### config.mk
export PLATFORM = sky130hd
export DESIGN_NAME = stack_seq
export DESIGN_NICKNAME = d
export VERILOG_FILES = /design/src/rtl/stack_seq.sv
export SDC_FILE = /design/constraint.sdc
export NUM_CORES = 1
export LEC_CHECK = 0
export ABC_AREA = 1
export BUFFER_PORTS_ARGS = -buffer_cell sky130_fd_sc_hd__clkbuf_2
export CORE_MARGIN = 3
export CORE_UTILIZATION = 57
export DETAILED_ROUTE_END_ITERATION = 16
export GPL_ROUTABILITY_DRIVEN = 0
export GPL_TIMING_DRIVEN = 0
export PLACE_DENSITY = 0.85
export SLEW_MARGIN = 20
export SYNTH_ARGS = -nofsm -noshare
export SYNTH_HDL_FRONTEND = slang
export SYNTH_SLANG_ARGS = --single-unit
export TNS_END_PERCENT = 50
### constraint.sdc
create_clock -name clk -period 5.9 [get_ports clk]
set_input_delay 1.77 -clock clk [delete_from_list [all_inputs] [get_ports clk]]
set_output_delay 1.77 -clock clk [all_outputs]
set_load 0.005 [all_outputs]
### src/rtl/stack_seq.sv
// stack_seq: operand-stack sequencer for the WASM core.
// Accepts one stack operation at a time, checks it against the current
// depth, and then walks the single-ported stack through the pop/push
// strobes that the operation needs. POP and POP2 results go back to the
// execute unit. DUP and SWAP keep their operands in local temporaries and
// write them back to the stack.
module stack_seq #(
   parameter int WIDTH   = 64,
   parameter int DEPTH   = 16,
   parameter int DEPTH_W = $clog2(DEPTH + 1)
) (
   input  logic               clk,
   input  logic               rst,
   input  logic               op_valid,
   output logic               op_ready,
   input  logic [2:0]         op_code,
   input  logic [WIDTH-1:0]   op_data,
   output logic               res_valid,
   output logic [WIDTH-1:0]   res_a,
   output logic [WIDTH-1:0]   res_b,
   output logic               err,
   output logic [DEPTH_W-1:0] depth,
   output logic               stk_push,
   output logic               stk_pop,
   output logic [WIDTH-1:0]   stk_push_data,
   input  logic [WIDTH-1:0]   stk_pop_data
);

   localparam logic [2:0] OP_PUSH = 3'd0;
   localparam logic [2:0] OP_POP  = 3'd1;
   localparam logic [2:0] OP_POP2 = 3'd2;
   localparam logic [2:0] OP_DUP  = 3'd3;
   localparam logic [2:0] OP_SWAP = 3'd4;

   localparam logic [DEPTH_W-1:0] DEPTH_MAX = DEPTH_W'(DEPTH);
   localparam logic [DEPTH_W-1:0] DEPTH_ONE = DEPTH_W'(1);
   localparam logic [DEPTH_W-1:0] DEPTH_TWO = DEPTH_W'(2);

   typedef enum logic [2:0] {
      S_IDLE   = 3'd0,
      S_POP_A  = 3'd1,
      S_POP_B  = 3'd2,
      S_CAP    = 3'd3,
      S_PUSH_A = 3'd4,
      S_PUSH_B = 3'd5
   } state_t;

   // Legality of an operation given the current entry count. Anything that
   // would underflow or overflow the stack is refused before a strobe issues,
   // which is also what keeps the depth counter from ever wrapping.
   function automatic logic op_legal(input logic [2:0]         code,
                                     input logic [DEPTH_W-1:0] cur);
      logic ok;
      ok = 1'b0;
      case (code)
         OP_PUSH: ok = (cur < DEPTH_MAX);
         OP_POP:  ok = (cur >= DEPTH_ONE);
         OP_POP2: ok = (cur >= DEPTH_TWO);
         OP_DUP:  ok = (cur >= DEPTH_ONE) && (cur < DEPTH_MAX);
         OP_SWAP: ok = (cur >= DEPTH_TWO);
         default: ok = 1'b0;
      endcase
      return ok;
   endfunction

   state_t             state_q, state_d;
   logic [2:0]         op_q, op_d;
   logic               op_ready_q, op_ready_d;
   logic               res_valid_q, res_valid_d;
   logic               err_q, err_d;
   logic [WIDTH-1:0]   res_a_q, res_a_d;
   logic [WIDTH-1:0]   res_b_q, res_b_d;
   logic [DEPTH_W-1:0] depth_q, depth_d;
   logic               stk_push_q, stk_push_d;
   logic               stk_pop_q, stk_pop_d;
   logic [WIDTH-1:0]   stk_push_data_q, stk_push_data_d;
   logic [WIDTH-1:0]   tmp_a_q, tmp_a_d;
   logic [WIDTH-1:0]   tmp_b_q, tmp_b_d;

   // Next-state, strobe and capture logic; pulses default low every cycle.
   always_comb begin
      state_d         = state_q;
      op_d            = op_q;
      op_ready_d      = op_ready_q;
      res_valid_d     = 1'b0;
      err_d           = 1'b0;
      res_a_d         = res_a_q;
      res_b_d         = res_b_q;
      stk_push_d      = 1'b0;
      stk_pop_d       = 1'b0;
      stk_push_data_d = '0;
      tmp_a_d         = tmp_a_q;
      tmp_b_d         = tmp_b_q;

      // The counter follows the strobe that was on the stack this cycle.
      depth_d = depth_q;
      if (stk_push_q) begin
         depth_d = depth_q + DEPTH_ONE;
      end else if (stk_pop_q) begin
         depth_d = depth_q - DEPTH_ONE;
      end

      case (state_q)
         S_IDLE: begin
            if (op_valid && op_ready_q) begin
               if (op_legal(op_code, depth_q)) begin
                  op_d       = op_code;
                  op_ready_d = 1'b0;
                  if (op_code == OP_PUSH) begin
                     state_d         = S_PUSH_A;
                     stk_push_d      = 1'b1;
                     stk_push_data_d = op_data;
                  end else begin
                     state_d   = S_POP_A;
                     stk_pop_d = 1'b1;
                  end
               end else begin
                  // Rejected ops leave the sequencer idle and ready.
                  err_d = 1'b1;
               end
            end
         end

         S_POP_A: begin
            if ((op_q == OP_POP2) || (op_q == OP_SWAP)) begin
               state_d   = S_POP_B;
               stk_pop_d = 1'b1;
            end else begin
               state_d = S_CAP;
            end
         end

         S_POP_B: begin
            // Stack output now holds the original top of stack.
            tmp_b_d = stk_pop_data;
            if (op_q == OP_POP2) begin
               res_b_d = stk_pop_data;
            end
            state_d = S_CAP;
         end

         S_CAP: begin
            if ((op_q == OP_POP) || (op_q == OP_POP2)) begin
               res_a_d     = stk_pop_data;
               res_valid_d = 1'b1;
               op_ready_d  = 1'b1;
               state_d     = S_IDLE;
            end else begin
               // DUP pushes the captured value twice; SWAP pushes the old
               // top first so that it ends up second from the top.
               tmp_a_d    = stk_pop_data;
               state_d    = S_PUSH_A;
               stk_push_d = 1'b1;
               if (op_q == OP_SWAP) begin
                  stk_push_data_d = tmp_b_q;
               end else begin
                  stk_push_data_d = stk_pop_data;
               end
            end
         end

         S_PUSH_A: begin
            if (op_q == OP_PUSH) begin
               op_ready_d = 1'b1;
               state_d    = S_IDLE;
            end else begin
               state_d         = S_PUSH_B;
               stk_push_d      = 1'b1;
               stk_push_data_d = tmp_a_q;
            end
         end

         S_PUSH_B: begin
            op_ready_d = 1'b1;
            state_d    = S_IDLE;
         end

         default: begin
            op_ready_d = 1'b1;
            state_d    = S_IDLE;
         end
      endcase
   end

   // Control and result registers; reset abandons any sequence in flight.
   always_ff @(posedge clk) begin
      if (rst) begin
         state_q         <= S_IDLE;
         op_q            <= OP_PUSH;
         op_ready_q      <= 1'b1;
         res_valid_q     <= 1'b0;
         err_q           <= 1'b0;
         res_a_q         <= '0;
         res_b_q         <= '0;
         depth_q         <= '0;
         stk_push_q      <= 1'b0;
         stk_pop_q       <= 1'b0;
         stk_push_data_q <= '0;
      end else begin
         state_q         <= state_d;
         op_q            <= op_d;
         op_ready_q      <= op_ready_d;
         res_valid_q     <= res_valid_d;
         err_q           <= err_d;
         res_a_q         <= res_a_d;
         res_b_q         <= res_b_d;
         depth_q         <= depth_d;
         stk_push_q      <= stk_push_d;
         stk_pop_q       <= stk_pop_d;
         stk_push_data_q <= stk_push_data_d;
      end
   end

   // Operand temporaries are always written before being read in a sequence.
   always_ff @(posedge clk) begin
      tmp_a_q <= tmp_a_d;
      tmp_b_q <= tmp_b_d;
   end

   assign op_ready      = op_ready_q;
   assign res_valid     = res_valid_q;
   assign res_a         = res_a_q;
   assign res_b         = res_b_q;
   assign err           = err_q;
   assign depth         = depth_q;
   assign stk_push      = stk_push_q;
   assign stk_pop       = stk_pop_q;
   assign stk_push_data = stk_push_data_q;

endmodule

* After elaboration in Yosys (flattened, before gate mapping)
Index checks and enable logic that the tools add are counted.
Operators by class: order comparisons 3, add/subtract/negate cells 2, equality and inequality tests 15, muxes and demuxes 37, reduce and logical (&&, ||, !) cells 18, bitwise gates (word level) 5
Operators with widths (count):
- $mux 64 | 6
- $pmux 64 s3 | 1
- $mux 1 | 18
- $eq 3x2->1 const B | 5
- $mux 3 | 5
- $pmux 3 s5 | 1
- $mux 5 | 2
- $eq 3x1->1 const B | 3
- $eq 3x3->1 const B | 3
- $logic_not 3->1 | 3
- $ne 2x2->1 const B | 4
- $pmux 1 s4 | 2
- $reduce_and 2->1 | 4
- $reduce_or 2->1 | 3
- $add 5x1->5 const B | 1
- $ge 5x1->1 const B | 1
- $ge 5x2->1 const B | 1
- $lt 5x5->1 const B | 1
- $not 1->1 | 5
- $reduce_and 5->1 | 1
- $sub 5x1->5 const B | 1
- $pmux 1 s3 | 1
- $reduce_and 3->1 | 1
- $reduce_or 3->1 | 1
- 4 further kinds | 6
Storage, ports and cells: output and inout bits 202, register bits 336, input port bits 134

* Depth between registers and ports, before layout
Gate-level depths: netlist of run 1.
word-level depth 8, mapped depth 11

* Worst setup path after synthesis of run 1
OpenSTA, ideal clock, no wires.
kind input-to-reg, start point input port rst, end point register res_b_q[23], in the netlist res_b[23], library setup time 0.065 ns, path slack 3.143 ns, required time 5.835 ns, arrival 2.692 ns, stages on the path 6, buffers on the path 3, cell sequence buf_2 -> inv_1 -> clkbuf_1 -> buf_1 -> o21ai_0 -> nor2_1
RTL lines:
- from (decl) | line 13 | input logic rst,
- to (signal assigned) | line 206 | res_b_q <= res_b_d;
- to (decl) | line 72 | logic [WIDTH-1:0] res_b_q, res_b_d;

==> summary.json, run 1 <==
{
  "vdd_drop_max_mv": 0.286,
  "cts_max_path_buffers": 3,
  "starting_utilization_of_the_core_area_pct": 58.7,
  "worst_slew_margin_rel_pct": 50.7,
  "max-cap-violations": 0,
  "finish.net_count": 2021,
  "synth_seq_cells": 336,
  "crit_fanout": 10,
  "finalClockSkew_ps": 14.7,
  "hold_ws_ps": 481,
  "numPlacedInstances": 2127,
  "startpoint_type": "primary input",
  "wl_per_cell_microns": 17.4,
  "worst_pin_slew_ps": 740,
  "yosysUniqueCellTypes": 28,
  "setup_tns_ps": 0,
  "grt_start_max_net_pins": 52,
  "final_cell_mix": "477 x sky130_fd_sc_hd__nand2_1, 340 x sky130_fd_sc_hd__clkbuf_2, 280 x sky130_fd_sc_hd__nor2_1, 208 x sky130_fd_sc_hd__dfxtp_1, 128 x sky130_fd_sc_hd__edfxtp_1",
  "die_width_microns": 157,
  "layout.area.seq_sq_mm": 0.00801,
  "critical_path_arrival_ps": 3500,
  "mappedNetlistArea_sq_mm": 0.0130,
  "timing.fmax_mhz": 325,
  "buffer_ports.inserted": 334,
  "layout_commonest_cell": "sky130_fd_sc_hd__nand2_1",
  "synth.net_count": 1648,
  "clockRootBuffer": "sky130_fd_sc_hd__clkbuf_16",
  "dp_slack_ps": 2310,
  "dp_hpwl_microns": 27100,
  "num_vias": 11500,
  "outcome": "finished, final reports clean",
  "cts.repair.resized": 0,
  "multi_input_area_sq_mm": 0.00411,
  "final_min_period_over_clock_period_pct": 52.1,
  "row_count": 54,
  "grt_pass1_wl_microns": 57900,
  "ant_nets": 0,
  "syn-mean-instance-area_sq_um": 8.58,
  "vias_in_the_first_global_route": 10900,
  "fp.dieH_microns": 157,
  "gr-total-overflow": 0,
  "area_growth_pct": 24.6,
  "leakage_nw": 7.89,
  "power.density_mw_per_mm2": 351,
  "number_of_failing_hold_endpoints_at_the_final_stage": 0,
  "synth-warning-count": 0,
  "tritoncts": "yes",
  "grt_util_all_layers_pct": 30.2,
  "synth_top_area_share_pct": 32.1,
  "worstSetupPathType": "primary input to register",
  "share_of_final_layout_standard_cells_stronger_than_drive_strength_1_pct": 23.9,
  "post_layout_nonfiller_instances": 2191,
  "route.top_layer_used": "met4",
  "timing.critical_path.to_type": "register",
  "synthDominantAreaCellType": "sky130_fd_sc_hd__dfxtp_1",
  "cts.clk_slew.worst_paths_ps": 60,
  "detailedRoute.firstIterationViolations": 891,
  "hold_buffers": 0,
  "n_fill_cell": 1651,
  "design.core.area_sq_mm": 0.0221,
  "unrepaired_setup_endpoints_after_global_routing": "false",
  "finalSetupViolations": 0,
  "worst_r2r_path_depth": 9,
  "totalWireLength_microns": 38100,
  "clock_sinks": 336,
  "cts.repair_timing.setup_buffer_count": 0,
  "netlist_instances": 1511,
  "ys_top_cells_by_area": "sky130_fd_sc_hd__dfxtp_1 32%, sky130_fd_sc_hd__edfxtp_1 30%, sky130_fd_sc_hd__nand2_1 14%",
  "antenna_found_initial": 0,
  "hold_path_class": "register to register",
  "cts-htree-levels": 2,
  "detailedRoute.firstPassIterationCount": 6,
  "cp.required_ps": 6320,
  "holdPathStages": 2,
  "postLayoutCoreUtil_pct": 73.1,
  "post-route-drc-count": 0,
  "pin_count": 336,
  "die_area_sq_mm": 0.0246,
  "met2_length_microns": 18400,
  "cts-buffers-inserted": 35,
  "wl_met3_microns": 3750,
  "met1_length_microns": 14400,
  "seq_area_frac_synth_pct": 61.8,
  "timing.final.crit_period_ps": 3080,
  "report.final.slew_viol_count": 0,
  "worst_skew_pair.late_latency_ps": 500,
  "via_per_inst": 5.25,
  "finalWorstSetupSlack_ps": 2820
}
==> worst max-delay path: stages <==
cell and delay [ps]:
sky130_fd_sc_hd__buf_2 160, sky130_fd_sc_hd__inv_1 80, sky130_fd_sc_hd__clkbuf_1 560, sky130_fd_sc_hd__clkbuf_1 480, sky130_fd_sc_hd__o21ai_0 290, sky130_fd_sc_hd__nor2_1 150
==> state kept, by name, summed over array words and instances, names as in the netlist, 3 cells and up <==
name	cells
stk_push_data	64
op_q	3
res_a	64
state_q	3
tmp_a_q	64
depth	5
res_b	64
tmp_b_q	64
==> where the power goes <==
group          switching (mW)  internal (mW)
registers              0.0772           2.63
logic                   0.563          0.273
clock network           0.864           1.27
total                    1.50           4.17
==> area by class of cell <==
type	count	share of cell area, %
clock buffers	54	6.50
diodes	1	0.0155
clock inverters	9	0.410
inverters	95	2.22
well taps	280	2.17
plain buffers	84	3.07
repair buffers	336	10.6
flip-flops and latches	336	49.6
multi-input cells	996	25.4
==> Yosys cell counts, drive strengths merged <==
cell / n
a21oi: 6
a31oi: 1
buf: 50
clkbuf: 34
dfxtp: 208
edfxtp: 128
ha: 3
inv: 95
nand2: 478
nand3: 77
nand4: 3
nor2: 283
nor3: 6
nor4: 1
o21ai: 136
o21bai: 1
o221ai: 1
==> final timing paths <==
check / slack (ps) / start / endpoint
worst max register to register: 3510 / state_q[0] / res_b[60]
worst min register to register: 480 / op_ready / op_ready
worst max-delay path: 2820 / rst / res_b[19]
worst min-delay path: 480 / op_ready / op_ready
==> metal layers <==
metal  track usage, %  up-vias
met5                0        -
met4             12.4        0
met3             7.44      116
met2             51.6      596
met1             36.7     5258
li1                 -     5536
==> stage by stage <==
| stage | area (sq um) | power, mW |
|---|---|---|
| 6_report | 16200 | 5.67 |
| 2_1_floorplan | 13000 | 3.24 |
| 4_1_cts | 16200 | 5.69 |
| 5_1_grt | 16200 | 5.90 |
| 3_3_place_gp | 15000 | 3.53 |
| 3_5_place_dp | 15000 | 3.57 |
==> cells by family (layout without fill, tap and decap cells) <==
logic type / after synthesis / after routing / share of synthesized area, %
AOI/OAI and AO/OA: 145 / 145 / 5.65
DFF: 336 / 336 / 61.8
other: 0 / 1 / 0
buffers and inverters: 179 / 578 / 6.55
and+or+nand+nor: 848 / 848 / 25.7
adders and majority gates: 3 / 3 / 0.290
No activity file was read; power rests on OpenSTA's default activity.
==> run 2: changes to the inputs <==
--- a/config.mk
+++ b/config.mk
@@ -5,14 +5,14 @@
 export SDC_FILE = /design/constraint.sdc
 export NUM_CORES = 1
 export LEC_CHECK = 0
-export ABC_AREA = 1
+export ABC_AREA = 0
 export BUFFER_PORTS_ARGS = -buffer_cell sky130_fd_sc_hd__clkbuf_2
 export CORE_MARGIN = 3
-export CORE_UTILIZATION = 57
+export CORE_UTILIZATION = 52
 export DETAILED_ROUTE_END_ITERATION = 16
 export GPL_ROUTABILITY_DRIVEN = 0
 export GPL_TIMING_DRIVEN = 0
-export PLACE_DENSITY = 0.85
+export PLACE_DENSITY = 0.79
 export SLEW_MARGIN = 20
 export SYNTH_ARGS = -nofsm -noshare
 export SYNTH_HDL_FRONTEND = slang
==> constraint.sdc (replaced) <==
create_clock -name clk -period 2.9 [get_ports clk]
set_input_delay 0.87 -clock clk [delete_from_list [all_inputs] [get_ports clk]]
set_output_delay 0.87 -clock clk [all_outputs]
set_load 0.005 [all_outputs]
==> summary.json, run 2 <==
{
  "outcome": "finished, final reports clean",
  "detailedRoute.firstPassIterationCount": {"value": 5, "change": "-1"},
  "post-route-drc-count": {"value": 0, "change": "unchanged"},
  "synth.top_cells.by_count": "262 x sky130_fd_sc_hd__nand2_1, 208 x sky130_fd_sc_hd__dfxtp_1, 132 x sky130_fd_sc_hd__a21oi_1, 128 x sky130_fd_sc_hd__edfxtp_1, 66 x sky130_fd_sc_hd__mux2i_1",
  "critical_path_arrival": {"value": 3060, "unit": "ps", "change": "-440 ps"},
  "cts.repair_timing.setup_buffer_count": {"value": 0, "change": "unchanged"},
  "tritoncts": "yes",
  "grt_util_all_layers": {"value": 26.3, "unit": "%", "change": "-3.9 points"},
  "finalSetupViolations": {"value": 0, "change": "unchanged"},
  "starting_utilization_of_the_core_area": {"value": 52.9, "unit": "%", "change": "-5.8 points"},
  "yosysUniqueCellTypes": {"value": 49, "change": "+75%"},
  "hold_path_class": "register to register",
  "mappedNetlistArea": {"value": 0.0125, "unit": "sq mm", "change": "-3.9%"},
  "pin_count": {"value": 336, "change": "unchanged"},
  "design.core.area": {"value": 0.0235, "unit": "sq mm", "change": "+6.6%"},
  "share_of_final_layout_standard_cells_stronger_than_drive_strength_1": {"value": 32.8, "unit": "%", "change": "+8.8 points"},
  "numPlacedInstances": {"value": 1749, "change": "-18%"},
  "layout_commonest_cell": "sky130_fd_sc_hd__clkbuf_2",
  "post_synth_and_or_nand_nor_area_fraction": {"value": 9.99, "unit": "%", "change": "-16 points"},
  "finalPower": {"value": 10.4, "unit": "mW", "change": "+83%"},
  "wl_per_cell": {"value": 19.4, "unit": "microns", "change": "+12%"},
  "leakage": {"value": 6.07, "unit": "nW", "change": "-23%"},
  "cp.required": {"value": 3290, "unit": "ps", "change": "-3030 ps"},
  "worstPathCellList": "clkbuf_1 > nor3b_1 > buf_2 > buf_1 > mux2i_1 > o2bb2ai_1 > a22o_2",
  "max-cap-violations": {"value": 0, "change": "unchanged"},
  "fin_area": {"value": 0.0159, "unit": "sq mm", "change": "-1.3%"},
  "synth_xor_area_share": {"value": 0.562, "unit": "%", "change": "+0.56 points"},
  "buffer_ports.inserted": {"value": 335, "change": "+0.30%"},
  "grt_pass1_wl": {"value": 53500, "unit": "microns", "change": "-7.5%"},
  "setup_tns": {"value": 0, "unit": "ps", "change": "unchanged"},
  "final_cell_mix": "336 x sky130_fd_sc_hd__clkbuf_2, 262 x sky130_fd_sc_hd__nand2_1, 207 x sky130_fd_sc_hd__dfxtp_1, 131 x sky130_fd_sc_hd__a21oi_1, 128 x sky130_fd_sc_hd__edfxtp_1",
  "grt_start_max_net_pins": {"value": 34, "change": "-35%"},
  "antenna_cells_inserted": {"value": 0, "change": "-1"},
  "syn-mean-instance-area": {"value": 11.5, "unit": "sq um", "change": "+34%"},
  "detailedRoute.firstIterationViolations": {"value": 604, "change": "-32%"},
  "worst_slew_margin_rel": {"value": 38.7, "unit": "%", "change": "-12 points"},
  "vias_in_the_first_global_route": {"value": 9541, "change": "-13%"},
  "crit_slowest_cell": "sky130_fd_sc_hd__buf_1",
  "worst_skew_pair.late_latency": {"value": 510, "unit": "ps", "change": "about the same"},
  "die_width": {"value": 161, "unit": "microns", "change": "+2.5%"},
  "timing.final.crit_period_ps": 2670,
  "synth.net_count": {"value": 1223, "change": "-26%"},
  "placed_cell_area": {"value": 0.0147, "unit": "sq mm", "change": "-2.0%"},
  "area_growth_pct": 28.0,
  "synth-warning-count": {"value": 0, "change": "unchanged"},
  "hold_buffers": {"value": 0, "change": "unchanged"},
  "via_per_inst": {"value": 5.40, "change": "+2.9%"},
  "asyncSetResetFlopFracSynth": {"value": 0, "unit": "%", "change": "unchanged"},
  "synth_top_area_share": {"value": 33.4, "unit": "%", "change": "+1.3 points"},
  "clock_sinks": {"value": 336, "change": "unchanged"},
  "synth-adder-area-share": {"value": 0.301, "unit": "%", "change": "+0.012 points"},
  "ant_nets": {"value": 0, "change": "unchanged"},
  "netlist_instances": {"value": 1086, "change": "-28%"},
  "final_min_period_over_clock_period_pct": 92.2,
  "cts.clk_slew.worst_paths": {"value": 60, "unit": "ps", "change": "about the same"},
  "critical_path_max_stage_delay": {"value": 610, "unit": "ps", "change": "+50 ps"},
  "timing.critical_path.to_type": "register",
  "ys_dominant_reg_cell": "sky130_fd_sc_hd__dfxtp_1",
  "worstSetupPathType": "register to register",
  "fraction_of_the_mapped_netlist_area_in_compound_gates": {"value": 16.4, "unit": "%", "change": "+11 points"},
  "number_of_failing_hold_endpoints_at_the_final_stage": {"value": 0, "change": "unchanged"},
  "antenna_found_initial": {"value": 1, "change": "+1"},
  "num_vias": {"value": 9805, "change": "-15%"},
  "synth_enable_flop_cells": {"value": 128, "change": "unchanged"},
  "unrepaired_setup_endpoints_after_global_routing": "false",
  "die_area": {"value": 0.0259, "unit": "sq mm", "change": "+5.1%"},
  "finalClockSkew": {"value": 18.1, "unit": "ps", "change": "+3.46 ps"},
  "totalWireLength": {"value": 35200, "unit": "microns", "change": "-7.5%"},
  "cts-htree-levels": {"value": 2, "change": "unchanged"},
  "synthDominantAreaCellType": "sky130_fd_sc_hd__dfxtp_1",
  "synth_most_common_cell": "sky130_fd_sc_hd__nand2_1",
  "multiplexer_fraction_of_the_synthesized_cell_area": {"value": 5.30, "unit": "%", "change": "+5.3 points"},
  "report.final.slew_viol_count": {"value": 0, "change": "unchanged"},
  "ys_top_cells_by_area": "sky130_fd_sc_hd__dfxtp_1 33%, sky130_fd_sc_hd__edfxtp_1 31%, sky130_fd_sc_hd__nand2_1 7.9%",
  "cts-buffers-inserted": {"value": 36, "change": "+2.9%"},
  "startpoint_type": "register",
  "clockRootBuffer": "sky130_fd_sc_hd__clkbuf_16",
  "finalWorstSetupSlack": {"value": 226, "unit": "ps", "change": "-2600 ps"},
  "worst_pin_slew": {"value": 919, "unit": "ps", "change": "+179 ps"},
  "seq_area_frac_synth": {"value": 64.3, "unit": "%", "change": "+2.5 points"},
  "timing.fmax_mhz": 374,
  "hold_ws": {"value": 451, "unit": "ps", "change": "-30.2 ps"},
  "vdd_drop_max": {"value": 0.455, "unit": "mV", "change": "+59%"},
  "fp.dieH": {"value": 161, "unit": "microns", "change": "+2.5%"},
  "dp_hpwl": {"value": 25100, "unit": "microns", "change": "-7.2%"},
  "synth_top_family_by_area": "compound AO/OA/AOI/OAI gates",
  "cts_max_path_buffers": {"value": 3, "change": "unchanged"},
  "gr-total-overflow": {"value": 0, "change": "unchanged"},
  "crit_fanout": {"value": 10, "change": "unchanged"},
  "postLayoutCoreUtil": {"value": 67.7, "unit": "%", "change": "-5.4 points"},
  "post_layout_nonfiller_instances": {"value": 1815, "change": "-17%"},
  "synth_seq_cells": {"value": 336, "change": "unchanged"},
  "row_count": {"value": 56, "change": "+3.7%"},
  "power.density": {"value": 650, "unit": "mW/mm^2", "change": "+85%"},
  "dp_slack": {"value": -212, "unit": "ps", "change": "-2530 ps"},
  "finish.net_count": {"value": 1605, "change": "-21%"}
}
run 2: changes by cell type after synthesis, moves of 74 or more:
cell,before,now
sky130_fd_sc_hd__nand3_1,77,3
sky130_fd_sc_hd__nor2_1,280,11
sky130_fd_sc_hd__a21oi_1,6,132
sky130_fd_sc_hd__o21ai_0,107,3
sky130_fd_sc_hd__inv_1,84,6
sky130_fd_sc_hd__nand2_1,477,262
run 2: routing by layer:
layer	track usage, %	vias up	share of wire (%)
met1	33.4	4712	41
met3	6.55	53	8.0
met2	45.2	361	49
met5	0	-	0.037
li1	-	4677	-
met4	6.80	2	1.8
run 2: cells by family after synthesis:
kind of cell               count (synthesis)
DFF                                      336
and+or+nand+nor                          304
xor gates and xnor gates                   8
adders and majority gates                  3
buffers and inverters                     87
muxes                                     66
AOI/OAI and AO/OA                        282
run 2: area by class of cell:
class | instances | area, sq um
clock buffer | 52 | 1070
clock inverter | 14 | 124
buffer | 81 | 455
inverter | 6 | 25.0
timing repair buffer | 344 | 1790
multi-input combinational | 663 | 4080
sequential | 336 | 8010
fill | 1854 | 7590
tap | 319 | 399
run 2: worst max-delay path, delay by kind of cell, from the launching register on:
kind,cells,cell delay [ps]
buffers and inverters,3,1340
AO/OA/AOI/OAI,2,340
flip-flops,1,310
multiplexers,1,290
AND/OR/NAND/NOR,1,270
run 2: final timing paths:
path                                           to  slack [ps]  cells after the start       from
worst min-delay path                    res_a[30]         450                      2  res_a[30]
worst max register to register  stk_push_data[35]         230                      7    op_q[2]
worst max-delay path            stk_push_data[35]         230                      7    op_q[2]
worst min register to register          res_a[30]         450                      2  res_a[30]
run 2: repair_timing:
| action | in CTS | in global routing |
|---|---|---|
| gates resized for setup | 1 | 2 |
| setup endpoints to repair | 60 | 33 |
| hold endpoints to repair | 0 | 0 |
| pin swaps | 0 | 0 |
run 2: report_power, final:
part           switching, mW  total (mW)  internal, mW
sequential            0.0481        5.11          5.06
combinational          0.444       0.696         0.252
clock                   1.81        4.56          2.76
total                   2.30        10.4          8.07
==> run 3: changes to the inputs <==
--- a/config.mk
+++ b/config.mk
@@ -8,12 +8,13 @@
 export ABC_AREA = 0
 export BUFFER_PORTS_ARGS = -buffer_cell sky130_fd_sc_hd__clkbuf_2
 export CORE_MARGIN = 3
-export CORE_UTILIZATION = 52
+export CORE_UTILIZATION = 47
 export DETAILED_ROUTE_END_ITERATION = 16
 export GPL_ROUTABILITY_DRIVEN = 0
 export GPL_TIMING_DRIVEN = 0
-export PLACE_DENSITY = 0.79
-export SLEW_MARGIN = 20
+export PLACE_DENSITY = 0.75
+export SETUP_SLACK_MARGIN = 0.3
+export SLEW_MARGIN = 25
 export SYNTH_ARGS = -nofsm -noshare
 export SYNTH_HDL_FRONTEND = slang
 export SYNTH_SLANG_ARGS = --single-unit
==> constraint.sdc (replaced) <==
create_clock -name clk -period 2.4 [get_ports clk]
set_input_delay 0.72 -clock clk [delete_from_list [all_inputs] [get_ports clk]]
set_output_delay 0.72 -clock clk [all_outputs]
set_load 0.005 [all_outputs]
==> summary.json, run 3 (same netlist as run 2, synthesis figures left out) <==
{
  "startpoint_type": "register",
  "fin_area": {"value": 0.0163, "unit": "sq mm", "change": "+2.0%"},
  "crit_slowest_cell": "sky130_fd_sc_hd__or3_4",
  "dp_hpwl": {"value": 25600, "unit": "microns", "change": "+2.1%"},
  "timing.critical_path.to_type": "register",
  "numPlacedInstances": {"value": 1759, "change": "+0.57%"},
  "hold_ws": {"value": 431, "unit": "ps", "change": "-19.7 ps"},
  "antenna_found_initial": {"value": 1, "change": "unchanged"},
  "grt_start_max_net_pins": {"value": 34, "change": "unchanged"},
  "area_growth_pct": 30.6,
  "worstSetupPathType": "register to register",
  "critical_path.reg2reg.startpoint": "state_q[2]",
  "report.final.slew_viol_count": {"value": 0, "change": "unchanged"},
  "worst_slew_margin_rel": {"value": 35.7, "unit": "%", "change": "-3.1 points"},
  "worst_pin_slew": {"value": 953, "unit": "ps", "change": "+33.9 ps"},
  "placed_cell_area": {"value": 0.0148, "unit": "sq mm", "change": "about the same"},
  "clockRootBuffer": "sky130_fd_sc_hd__clkbuf_16",
  "tritoncts": "yes",
  "totalWireLength": {"value": 37000, "unit": "microns", "change": "+5.3%"},
  "share_of_final_layout_standard_cells_stronger_than_drive_strength_1": {"value": 34.4, "unit": "%", "change": "+1.7 points"},
  "antenna_cells_inserted": {"value": 0, "change": "unchanged"},
  "critical_path.top_delay_family": "simple AND/OR/NAND/NOR gates",
  "layout_commonest_cell": "sky130_fd_sc_hd__clkbuf_2",
  "hold_path_startpoint": "op_data[62]",
  "critical_path_arrival": {"value": 2550, "unit": "ps", "change": "-510 ps"},
  "vias_in_the_first_global_route": {"value": 9796, "change": "+2.7%"},
  "cts-htree-levels": {"value": 2, "change": "unchanged"},
  "crit_path_start": "state_q[2]",
  "ant_nets": {"value": 0, "change": "unchanged"},
  "worst-r2r-setup-slack": {"value": 280, "unit": "ps", "change": "+60 ps"},
  "cts-buffers-inserted": {"value": 36, "change": "unchanged"},
  "worst_skew_pair.late_latency": {"value": 500, "unit": "ps", "change": "about the same"},
  "cts_max_path_buffers": {"value": 3, "change": "unchanged"},
  "finalClockSkew": {"value": 11.4, "unit": "ps", "change": "-6.76 ps"},
  "number_of_failing_hold_endpoints_at_the_final_stage": {"value": 0, "change": "unchanged"},
  "design.core.area": {"value": 0.0256, "unit": "sq mm", "change": "+8.8%"},
  "timing.final.crit_period": {"value": 2120, "unit": "ps", "change": "-556 ps"},
  "fp.dieH": {"value": 169, "unit": "microns", "change": "+5.0%"},
  "crit_fanout": {"value": 10, "change": "unchanged"},
  "num_vias": {"value": 10000, "change": "+2.0%"},
  "final_min_period_over_clock_period": {"value": 88.3, "unit": "%", "change": "-3.9 points"},
  "cts.clk_slew.worst_paths": {"value": 60, "unit": "ps", "change": "about the same"},
  "wl_per_cell": {"value": 20.2, "unit": "microns", "change": "+3.9%"},
  "finalPower": {"value": 12.3, "unit": "mW", "change": "+18%"},
  "grt_pass1_wl": {"value": 55000, "unit": "microns", "change": "+2.6%"},
  "die_width": {"value": 169, "unit": "microns", "change": "+5.0%"},
  "outcome": "finished, final reports clean",
  "buffer_ports.inserted": {"value": 335, "change": "unchanged"},
  "setup_tns": {"value": 0, "unit": "ps", "change": "unchanged"},
  "cp.required": {"value": 2840, "unit": "ps", "change": "-450 ps"},
  "post_layout_nonfiller_instances": {"value": 1838, "change": "+1.3%"},
  "die_area": {"value": 0.0285, "unit": "sq mm", "change": "+10%"},
  "hold_path_class": "primary input to register",
  "detailedRoute.firstIterationViolations": {"value": 772, "change": "+28%"},
  "vdd_drop_max": {"value": 0.683, "unit": "mV", "change": "+50%"},
  "gr-total-overflow": {"value": 0, "change": "unchanged"},
  "finish.net_count": {"value": 1619, "change": "+0.87%"},
  "post-route-drc-count": {"value": 0, "change": "unchanged"},
  "starting_utilization_of_the_core_area": {"value": 48.6, "unit": "%", "change": "-4.3 points"},
  "row_count": {"value": 58, "change": "+3.6%"},
  "power.density": {"value": 755, "unit": "mW/mm^2", "change": "+16%"},
  "max-cap-violations": {"value": 0, "change": "unchanged"},
  "final_cell_mix": "349 x sky130_fd_sc_hd__clkbuf_2, 262 x sky130_fd_sc_hd__nand2_1, 206 x sky130_fd_sc_hd__dfxtp_1, 131 x sky130_fd_sc_hd__a21oi_1, 128 x sky130_fd_sc_hd__edfxtp_1",
  "clock_sinks": {"value": 336, "change": "unchanged"},
  "worstPathCellList": "buf_6 > or3_4 > or3_4 > a2111oi_4 > buf_6 > buf_8 > a22o_2",
  "leakage": {"value": 6.25, "unit": "nW", "change": "+3.1%"},
  "path_buf_inv": {"value": 3, "change": "unchanged"},
  "detailedRoute.firstPassIterationCount": {"value": 5, "change": "unchanged"},
  "pin_count": {"value": 336, "change": "unchanged"},
  "timing.fmax": {"value": 472, "unit": "MHz", "change": "+26%"},
  "finalSetupViolations": {"value": 0, "change": "unchanged"},
  "hold_buffers": {"value": 0, "change": "unchanged"},
  "via_per_inst": {"value": 5.44, "change": "+0.71%"},
  "unrepaired_setup_endpoints_after_global_routing": "true",
  "critical_path_max_stage_delay": {"value": 400, "unit": "ps", "change": "-210 ps"},
  "grt_util_all_layers": {"value": 24.4, "unit": "%", "change": "-1.9 points"}
}
-- run 3: cell count changes in the layout (fill, tap and decap cells not counted), moves of 3 or more --
cell,delta
sky130_fd_sc_hd__a22o_2,-9
sky130_fd_sc_hd__a22o_4,+9
sky130_fd_sc_hd__buf_1,-6
sky130_fd_sc_hd__buf_4,+14
sky130_fd_sc_hd__buf_6,-3
sky130_fd_sc_hd__buf_8,+5
sky130_fd_sc_hd__clkbuf_1,-8
sky130_fd_sc_hd__clkbuf_16,+4
sky130_fd_sc_hd__clkbuf_2,+13
sky130_fd_sc_hd__clkbuf_8,-6
sky130_fd_sc_hd__clkinv_2,-3
-- run 3: final cells by class --
class                           count  area, sq um
Multi-Input combinational cell    663         4200
Fill cell                        2033         9350
Inverter                            6         38.8
Buffer                             80          523
Tap cell                          330          413
Clock buffer                       54         1020
Timing Repair Buffer              359         1990
Clock inverter                     10         76.3
Sequential cell                   336         8010
-- run 3: timing repair --
item | CTS | global route
gates cloned | 0 | 4
setup endpoints to repair | 259 | 174
gates resized for setup | 27 | 47
pin swaps | 3 | 6
buffers inserted | 6 | 6
-- run 3: metal layers --
layer  GRT usage (%)  vias up  part of all wire (%)
met4            8.04        2                   2.9
met3            5.56       72                   8.4
met2            41.1      437                    48
li1                -     4701                     -
met1            31.3     4788                    40
met5               0        -                 0.035
-- run 3: where the power goes --
part | total [mW] | leakage [nW] | internal (mW) | switching [mW]
combinational | 0.906 | 2.88 | 0.333 | 0.573
clock | 5.20 | 0.535 | 3.05 | 2.14
sequential | 6.18 | 2.83 | 6.12 | 0.0624
total | 12.3 | 6.25 | 9.50 | 2.78
-- run 3: path summary, 6_finish.rpt --
check / cells past startpoint / end
setup / recovery: 7 / stk_push_data[44]
hold / removal: 2 / stk_push_data[62]
setup reg to reg: 7 / stk_push_data[44]
hold reg to reg: 2 / res_a[10]
-- run 3: metrics by stage --
| step | util [%] | setup WS [ps] |
|---|---|---|
| final | 63.5 | 282 |
| after global routing | 63.5 | 234 |
| after CTS | 62.4 | 261 |
| after detailed placement | 57.6 | -674 |
| after global placement | 57.1 | -2140 |
| after floorplan | - | -675 |
